**config.mk**
```make
export PLATFORM = sky130hd
export DESIGN_NAME = mdio_master
export DESIGN_NICKNAME = d
export VERILOG_FILES = /design/src/rtl/mdio_master.sv
export SDC_FILE = /design/constraint.sdc
export NUM_CORES = 1
export LEC_CHECK = 0
export BUFFER_PORTS_ARGS = -buffer_cell sky130_fd_sc_hd__buf_2
export CAP_MARGIN = 20
export CELL_PAD_IN_SITES_DETAIL_PLACEMENT = 1
export CELL_PAD_IN_SITES_GLOBAL_PLACEMENT = 1
export CORE_ASPECT_RATIO = 0.5
export CORE_MARGIN = 4
export CORE_UTILIZATION = 37
export CTS_CLUSTER_SIZE = 30
export DETAILED_ROUTE_END_ITERATION = 12
export GPL_ROUTABILITY_DRIVEN = 0
export PLACE_DENSITY_LB_ADDON = 0.08
export SLEW_MARGIN = 30
export SYNTH_ARGS = -nofsm -noshare
export SYNTH_HDL_FRONTEND = slang
export SYNTH_SLANG_ARGS = --single-unit
```
**constraint.sdc**
```tcl
create_clock -name clk -period 4.3 [get_ports clk]
set_input_delay 0.86 -clock clk [delete_from_list [all_inputs] [get_ports clk]]
set_output_delay 0.86 -clock clk [all_outputs]
set_load 0.01 [all_outputs]
```
**src/rtl/mdio_master.sv**
```systemverilog
// Clause-22 MDIO management master: programmable MDC divider, configurable
// preamble (0 = suppressed), user read/write frames and an optional periodic register poll.
module mdio_master #(
    parameter int CLK_DIV       = 4,
    parameter int PREAMBLE_BITS = 32,
    parameter int POLL_INTERVAL = 1000000
) (
    input  logic        clk,
    input  logic        rst_n,
    input  logic        start_i,
    input  logic [1:0]  op_i,
    input  logic [4:0]  phy_addr_i,
    input  logic [4:0]  reg_addr_i,
    input  logic [15:0] data_i,
    output logic        busy_o,
    output logic        done_o,
    output logic [15:0] data_o,
    output logic        rd_err_o,
    input  logic        poll_en_i,
    input  logic [4:0]  poll_reg_i,
    output logic [15:0] poll_data_o,
    output logic        poll_change_o,
    output logic        mdc_o,
    output logic        mdio_o,
    output logic        mdio_oe_o,
    input  logic        mdio_i
);
    localparam int DIV_W    = $clog2(2 * CLK_DIV);
    localparam int PC_W     = $clog2(POLL_INTERVAL);
    localparam int PRE_LAST = (PREAMBLE_BITS > 0) ? PREAMBLE_BITS - 1 : 0;
    localparam logic [DIV_W-1:0] SAMPLE_AT = DIV_W'(CLK_DIV - 1);
    localparam logic [DIV_W-1:0] MDC_HIGH  = DIV_W'(CLK_DIV);
    localparam logic [DIV_W-1:0] DIV_LAST  = DIV_W'(2 * CLK_DIV - 1);
    localparam logic [PC_W-1:0]  POLL_LAST = PC_W'(POLL_INTERVAL - 1);

    typedef enum logic [2:0] {IDLE, PREAMBLE, HEADER, TA, DATA, END} state_t;

    state_t            state;
    state_t            state_next;
    logic [DIV_W-1:0]  div_cnt;
    logic [4:0]        bit_cnt;
    logic [31:0]       tx_sr;
    logic [15:0]       rx_sr;
    logic              is_read;
    logic              is_poll;
    logic              ta_err;
    logic [PC_W-1:0]   poll_cnt;
    logic              busy;
    logic              bit_end;
    logic              sample_now;
    logic              op_legal;
    logic              accept_user;
    logic              launch_poll;
    logic              frame_last;
    logic              drive;

    assign busy        = (state != IDLE);
    assign bit_end     = busy && (div_cnt == DIV_LAST);
    // mdio_i is captured on the clk edge that raises MDC
    assign sample_now  = busy && (div_cnt == SAMPLE_AT);
    assign op_legal    = (op_i == 2'b01) || (op_i == 2'b10);
    assign accept_user = (state == IDLE) && start_i && op_legal;
    assign launch_poll = (state == IDLE) && poll_en_i && (poll_cnt == POLL_LAST) && !accept_user;

    always_ff @(posedge clk) begin
        if (!rst_n) state <= IDLE;
        else        state <= state_next;
    end

    always_comb begin
        state_next = state;
        frame_last = 1'b0;
        case (state)
            IDLE:     if (accept_user || launch_poll)
                          state_next = (PREAMBLE_BITS == 0) ? HEADER : PREAMBLE;
            PREAMBLE: if (bit_end && bit_cnt == 5'(PRE_LAST)) state_next = HEADER;
            HEADER:   if (bit_end && bit_cnt == 5'd13) state_next = TA;
            TA:       if (bit_end && bit_cnt == 5'd1) state_next = DATA;
            DATA:     if (bit_end && bit_cnt == 5'd15) state_next = END;
            END: begin
                if (bit_end) begin
                    state_next = IDLE;
                    frame_last = 1'b1;
                end
            end
            default:  state_next = IDLE;
        endcase
    end

    always_ff @(posedge clk) begin
        if (!rst_n) begin
            div_cnt       <= '0;
            bit_cnt       <= '0;
            tx_sr         <= '0;
            rx_sr         <= '0;
            is_read       <= 1'b0;
            is_poll       <= 1'b0;
            ta_err        <= 1'b0;
            poll_cnt      <= '0;
            done_o        <= 1'b0;
            data_o        <= '0;
            rd_err_o      <= 1'b0;
            poll_data_o   <= '0;
            poll_change_o <= 1'b0;
        end else begin
            done_o        <= 1'b0;
            poll_change_o <= 1'b0;

            if (!busy || div_cnt == DIV_LAST) div_cnt <= '0;
            else                              div_cnt <= div_cnt + 1'b1;

            if (state_next != state) bit_cnt <= '0;
            else if (bit_end)        bit_cnt <= bit_cnt + 1'b1;

            if (accept_user) begin
                tx_sr   <= {2'b01, op_i, phy_addr_i, reg_addr_i, 2'b10, data_i};
                is_read <= (op_i == 2'b10);
                is_poll <= 1'b0;
            end else if (launch_poll) begin
                tx_sr   <= {2'b01, 2'b10, phy_addr_i, poll_reg_i, 2'b10, 16'h0000};
                is_read <= 1'b1;
                is_poll <= 1'b1;
            end else if (bit_end && (state == HEADER || state == TA || state == DATA)) begin
                tx_sr <= {tx_sr[30:0], 1'b0};
            end

            if (sample_now && state == TA && bit_cnt == 5'd1) ta_err <= mdio_i;
            if (sample_now && state == DATA) rx_sr <= {rx_sr[14:0], mdio_i};

            // Poll results are filtered; user results are reported as sampled
            if (frame_last) begin
                if (is_poll) begin
                    if (!ta_err && rx_sr != poll_data_o) begin
                        poll_data_o   <= rx_sr;
                        poll_change_o <= 1'b1;
                    end
                end else begin
                    done_o <= 1'b1;
                    if (is_read) begin
                        data_o   <= rx_sr;
                        rd_err_o <= ta_err;
                    end
                end
            end

            if (!poll_en_i || launch_poll)                 poll_cnt <= '0;
            else if (state == IDLE && poll_cnt != POLL_LAST) poll_cnt <= poll_cnt + 1'b1;
        end
    end

    always_comb begin
        drive  = 1'b0;
        mdio_o = 1'b1;
        case (state)
            PREAMBLE: drive = 1'b1;
            HEADER: begin
                drive  = 1'b1;
                mdio_o = tx_sr[31];
            end
            TA, DATA: begin
                if (!is_read) begin
                    drive  = 1'b1;
                    mdio_o = tx_sr[31];
                end
            end
            default: ;
        endcase
    end

    // The bus is released combinationally as soon as reset is asserted
    assign mdio_oe_o = drive && rst_n;
    assign mdc_o     = busy && (div_cnt >= MDC_HIGH);
    assign busy_o    = busy;
endmodule

```
Yosys cells after proc, flatten, opt, wreduce, memory -nomap -nowiden
Index checks and enable logic that the tools add are counted.

storage, ports and cells
  register bits after elaboration = 117
  logic and storage cells = 102
  input bits = 38
  output and inout bits = 39

operators by class
  bitwise operators = 2
  order comparisons = 1
  add/sub/neg operators = 3
  reductions and logical operators = 44
  mux-type cells = 20
  equal/unequal tests = 17

operators by type and width
  kind                                                                    count
  31-bit two-way mux                                                      3
  20-bit by 1-bit adder with 20-bit output (second input constant)        1
  20-bit equality test (second input constant)                            1
  20-bit != test (second input constant)                                  1
  1-bit logical AND                                                       19
  3-bit two-way mux                                                       6
  3-bit case mux with 6 select lines                                      1
  16-bit != test                                                          1
  2-bit OR reduction                                                      6
  5-bit by 4-bit equality test with 1-bit output (second input constant)  2
  3-bit by 2-bit equality test with 1-bit output (second input constant)  3
  3-bit equality test (second input constant)                             3
  3-bit AND reduction                                                     3
  1-bit two-way mux                                                       8
  1-bit logical OR                                                        6
  3-bit nonzero test                                                      2
  5-bit by 1-bit adder with 5-bit output (second input constant)          1
  5-bit by 1-bit equality test with 1-bit output (second input constant)  1
  5-bit equality test (second input constant)                             1
  1-bit zero test                                                         4
  1-bit case mux with 2 select lines                                      2
  3-bit by 1-bit adder with 3-bit output (second input constant)          1
  3-bit by 1-bit equality test with 1-bit output (second input constant)  1
  3-bit >= comparator (second input constant)                             1
  8 further kinds                                                         9

Depth between registers and ports, before layout
  word-level depth = 10
  gate-level depth with buffers = 10
  gate-level depth less buffers = 8

Worst setup path before layout
No wires, ideal clock.

  path type = input to register
  start point = in op_i[0]
  end point = reg tx_sr[23]
  data required time = 4.209 ns
  data arrival time = 2.280 ns
  stages = 9
  path slack = 1.929 ns
  path buffers = 3
  setup time = 0.091 ns
  cell sequence = inv_1 > ha_1 > nand2b_1 > or2_2 > buf_2 > o21a_1 > buf_6 > buf_6 > a311oi_1

between the ends
  word-level cells in the longest chain between the ends = 7
  elaborated cells on any way between the ends = 9
  those cells by class = 2 x eq/ne; 2 x mux; 5 x reduce/logical

ends and longest elaborated chain
  item                                                                                          line  source
  start: declaration                                                                            11    input logic [1:0] op_i,
  2-bit by 1-bit equality test with 1-bit output / 2-bit equality test (equally long branches)  61    assign op_legal = (op_i == 2'b01) || (op_i == 2'b10);
  1-bit logical OR (*)                                                                          61
  1-bit logical AND (*)                                                                         62    assign accept_user = (state == IDLE) && start_i && op_legal;
  1-bit zero test                                                                               63    assign launch_poll = (state == IDLE) && poll_en_i && (poll_cnt == POLL_LAST) && !accept_user;
  1-bit logical AND                                                                             63
  31-bit two-way mux                                                                            119   end else if (launch_poll) begin
  31-bit two-way mux                                                                            115   if (accept_user) begin
  end signal: assignment                                                                        116   tx_sr <= {2'b01, op_i, phy_addr_i, reg_addr_i, 2'b10, data_i};
  end signal: assignment                                                                        120   tx_sr <= {2'b01, 2'b10, phy_addr_i, poll_reg_i, 2'b10, 16'h0000};
  end signal: assignment                                                                        124   tx_sr <= {tx_sr[30:0], 1'b0};
  end: declaration                                                                              42    logic [31:0] tx_sr;

Every way passes the cells marked *; elsewhere a longest branch is shown, timed or not.
A chain may end at the register's enable or synchronous reset.

Worst setup path after layout
  start point = in rst_n
  end point = out mdio_oe_o

between the ends
  word-level cells in the longest chain between the ends = 1

ends and longest elaborated chain
  item                line  source
  start: declaration  9     input logic rst_n,
  1-bit logical AND   171   assign mdio_oe_o = drive && rst_n;
  end: declaration    25    output logic mdio_oe_o,

Every way passes these cells.

==> run metrics <==
outcome finished, final reports clean; final worst slack 1370 ps; normalized max-slew margin 0.404; largest net degree at the start of global routing 35; post-CTS setup buffer count 0; Final Slew Violations 0; DR DRC count 0; clk sinks 117; Yosys top cell area share 0.431; Syn Inst Count 647; Mapped Area 5430 um^2; synth cell count leaders nand2_1 (157), dfxtp_1 (117), nor2_1 (48); Synth Flop Type dfxtp_1; initial core utilization 0.389; Vias 4697; vias per cell 5.14; fin crit share 0.682; Cell Pwr Density 421 nW/um^2; vias in the first global route 4645; top cells by area, synth dfxtp_1 (43%), nand2_1 (11%), xnor2_1 (3.7%); core box area 14000 um^2; I/O Buffers 76; wire length of the first global-routing pass 23600 um; final wirelength 14200 um; CP Data Required Time 3440 ps; I/O pins 77; worst hold stages 1; number of setup violations in the final report 0; Distinct cells, synth 59; Chip Height 93.7 um; hold path start div_cnt[0]$_SDFF_PP0_; DP Wirelength 9650 um; EDFF count, synth 0; MaxCap Viol Count 0; CTS Buffer Depth 2; slew of the pin with the lowest slew margin 891 ps; share of cells above drive strength 1 0.196; pre-CTS WS 1340 ps; drt initial violations 216; Area Overhead vs Synth 20.0%; Worst Hold Class flop to flop; Final Power 2.75 mW; cell with the most instances after synthesis nand2_1; clk_lat worst skew 410 ps; DIE AREA 16800 um^2; ys async rst share 0; n_diodes 0; Antenna Nets Post-Route 0; GRT Residual Overflow 0; Min Hold Slack 421 ps; Synth Warn # 0; Setup crit start kind primary input; CTS tree built; RSZ-0062 raised after global routing false; Synth Net Count 694; CTS H-tree lvls 4; Num CTS Buffers 17; register area share after synthesis 0.431; number of synthesized register bits 117; r2r worst-path depth 6; final hold vios 0; Reg-to-Reg Start poll_cnt[0]$_SDFFE_PP0P_; Wirelength per Cell 15.6 um; RR Endpoint poll_cnt[1]$_SDFFE_PP0P_; Synth area leader dfxtp_1; hold endpoint div_cnt[0]$_SDFF_PP0_; Syn Area/Cell 8.39 um^2; final setup TNS 0 ps; min Tclk post-route 2930 ps; root buf cell clkbuf_16; CP endpoint kind output port; WP data arrival 2070 ps; static leakage 2.39 nW; Global Route Usage Sum 0.176; PostCTS Resize Cnt 0; Final #Nets 755; maximum clock rate 341 MHz; r2r setup slk 1750 ps; initial antenna violation count 0; Site Rows 30; CP Class primary input to output port; die width 179 um; skew final 9.59 ps; total iterations of the first detailed-routing run 4; worst vdd ir 0.303 mV; Clk pin slew, worst setup/hold paths 60 ps; Worst Path Max Fanout 34; Hold-fix buffers, CTS 0
## layer usage
layer | vias up | part of all wire | global-route usage
li1 | 2364 | - | -
met1 | 2253 | 0.49 | 0.232
met2 | 71 | 0.47 | 0.290
met3 | 9 | 0.035 | 0.0474
met4 | 0 | 0.0052 | 0.0380
met5 | - | 0 | 0
## worst max-delay path by stage
stage / startpoint / end / slack [ps] / cells after the start
after CTS: rst_n / mdio_oe_o / 1330 / 4
after global routing: rst_n / mdio_oe_o / 1200 / 4
after global placement: rst_n / mdio_oe_o / 1350 / 4
after floorplan: op_i[0] / tx_sr[23]$_SDFFE_PN0P_ / 1930 / 9
after detailed placement: rst_n / mdio_oe_o / 1340 / 4
final: rst_n / mdio_oe_o / 1370 / 4
## per-stage QoR
step,cell area [um^2],util,cells
global placement,5890,0.422,881
finish,6520,0.467,913
floorplan,5430,-,647
detailed placement,5890,0.422,881
global route,6520,0.467,913
CTS,6510,0.466,913
## registers in the layout, indices dropped and copies added, names as in the netlist, 3 cells and up
signal,cells
data_o,16
tx_sr,32
rx_sr,16
bit_cnt,5
poll_cnt,20
div_cnt,3
poll_data_o,16
state,3
## worst max-delay path, stage by stage
cell    delay [ps]
buf_2          480
inv_2          390
nor2_1         180
buf_2          140
## cell families (layout without fill, tap and decap cells)
| kind of cell | after synthesis | in the layout | share of synthesized area |
|---|---|---|---|
| buffers and inverters | 52 | 126 | 0.0468 |
| flip-flops | 117 | 117 | 0.431 |
| AND/OR/NAND/NOR | 306 | 306 | 0.275 |
| multiplexers | 18 | 18 | 0.0332 |
| XOR/XNOR | 32 | 32 | 0.0516 |
| adder cells (fa/ha/maj) | 9 | 9 | 0.0207 |
| AO/OA/AOI/OAI | 113 | 113 | 0.142 |
## where the power goes
part / switching, mW / leakage (nW) / total, mW / internal [mW]
sequential: 0.0190 / 0.948 / 1.13 / 1.11
clock: 0.545 / 0.293 / 1.48 / 0.932
combinational: 0.0812 / 1.15 / 0.135 / 0.0543
## placed cells by master, fill, tap and decap left out, types with 5 or more instances in the layout
cell and instances:
a21oi_1 26, inv_1 11, nor2_1 47, or3_1 6
buf_2 76, o21ai_0 14, nand3_1 13, buf_4 5
nor3_1 24, nor2_2 5, clkbuf_16 17, a211oi_1 18
a311oi_1 9, xnor2_1 23, ha_1 9, nand4_1 12
a31oi_1 5, a21boi_0 23, xor2_1 9, dfxtp_1 117
nand2_1 157, mux2i_1 18
## final cells by class
cell class              instances  area (um^2)
flip-flops and latches        117         2340
repair buffers                 81          418
inverters                      13         48.8
multi-input cells             478         2850
clock inverters                14          175
clock buffers                  18          439
fillers                      1678         7450
well taps                     192          240
Power figures use the tool's default switching activity.
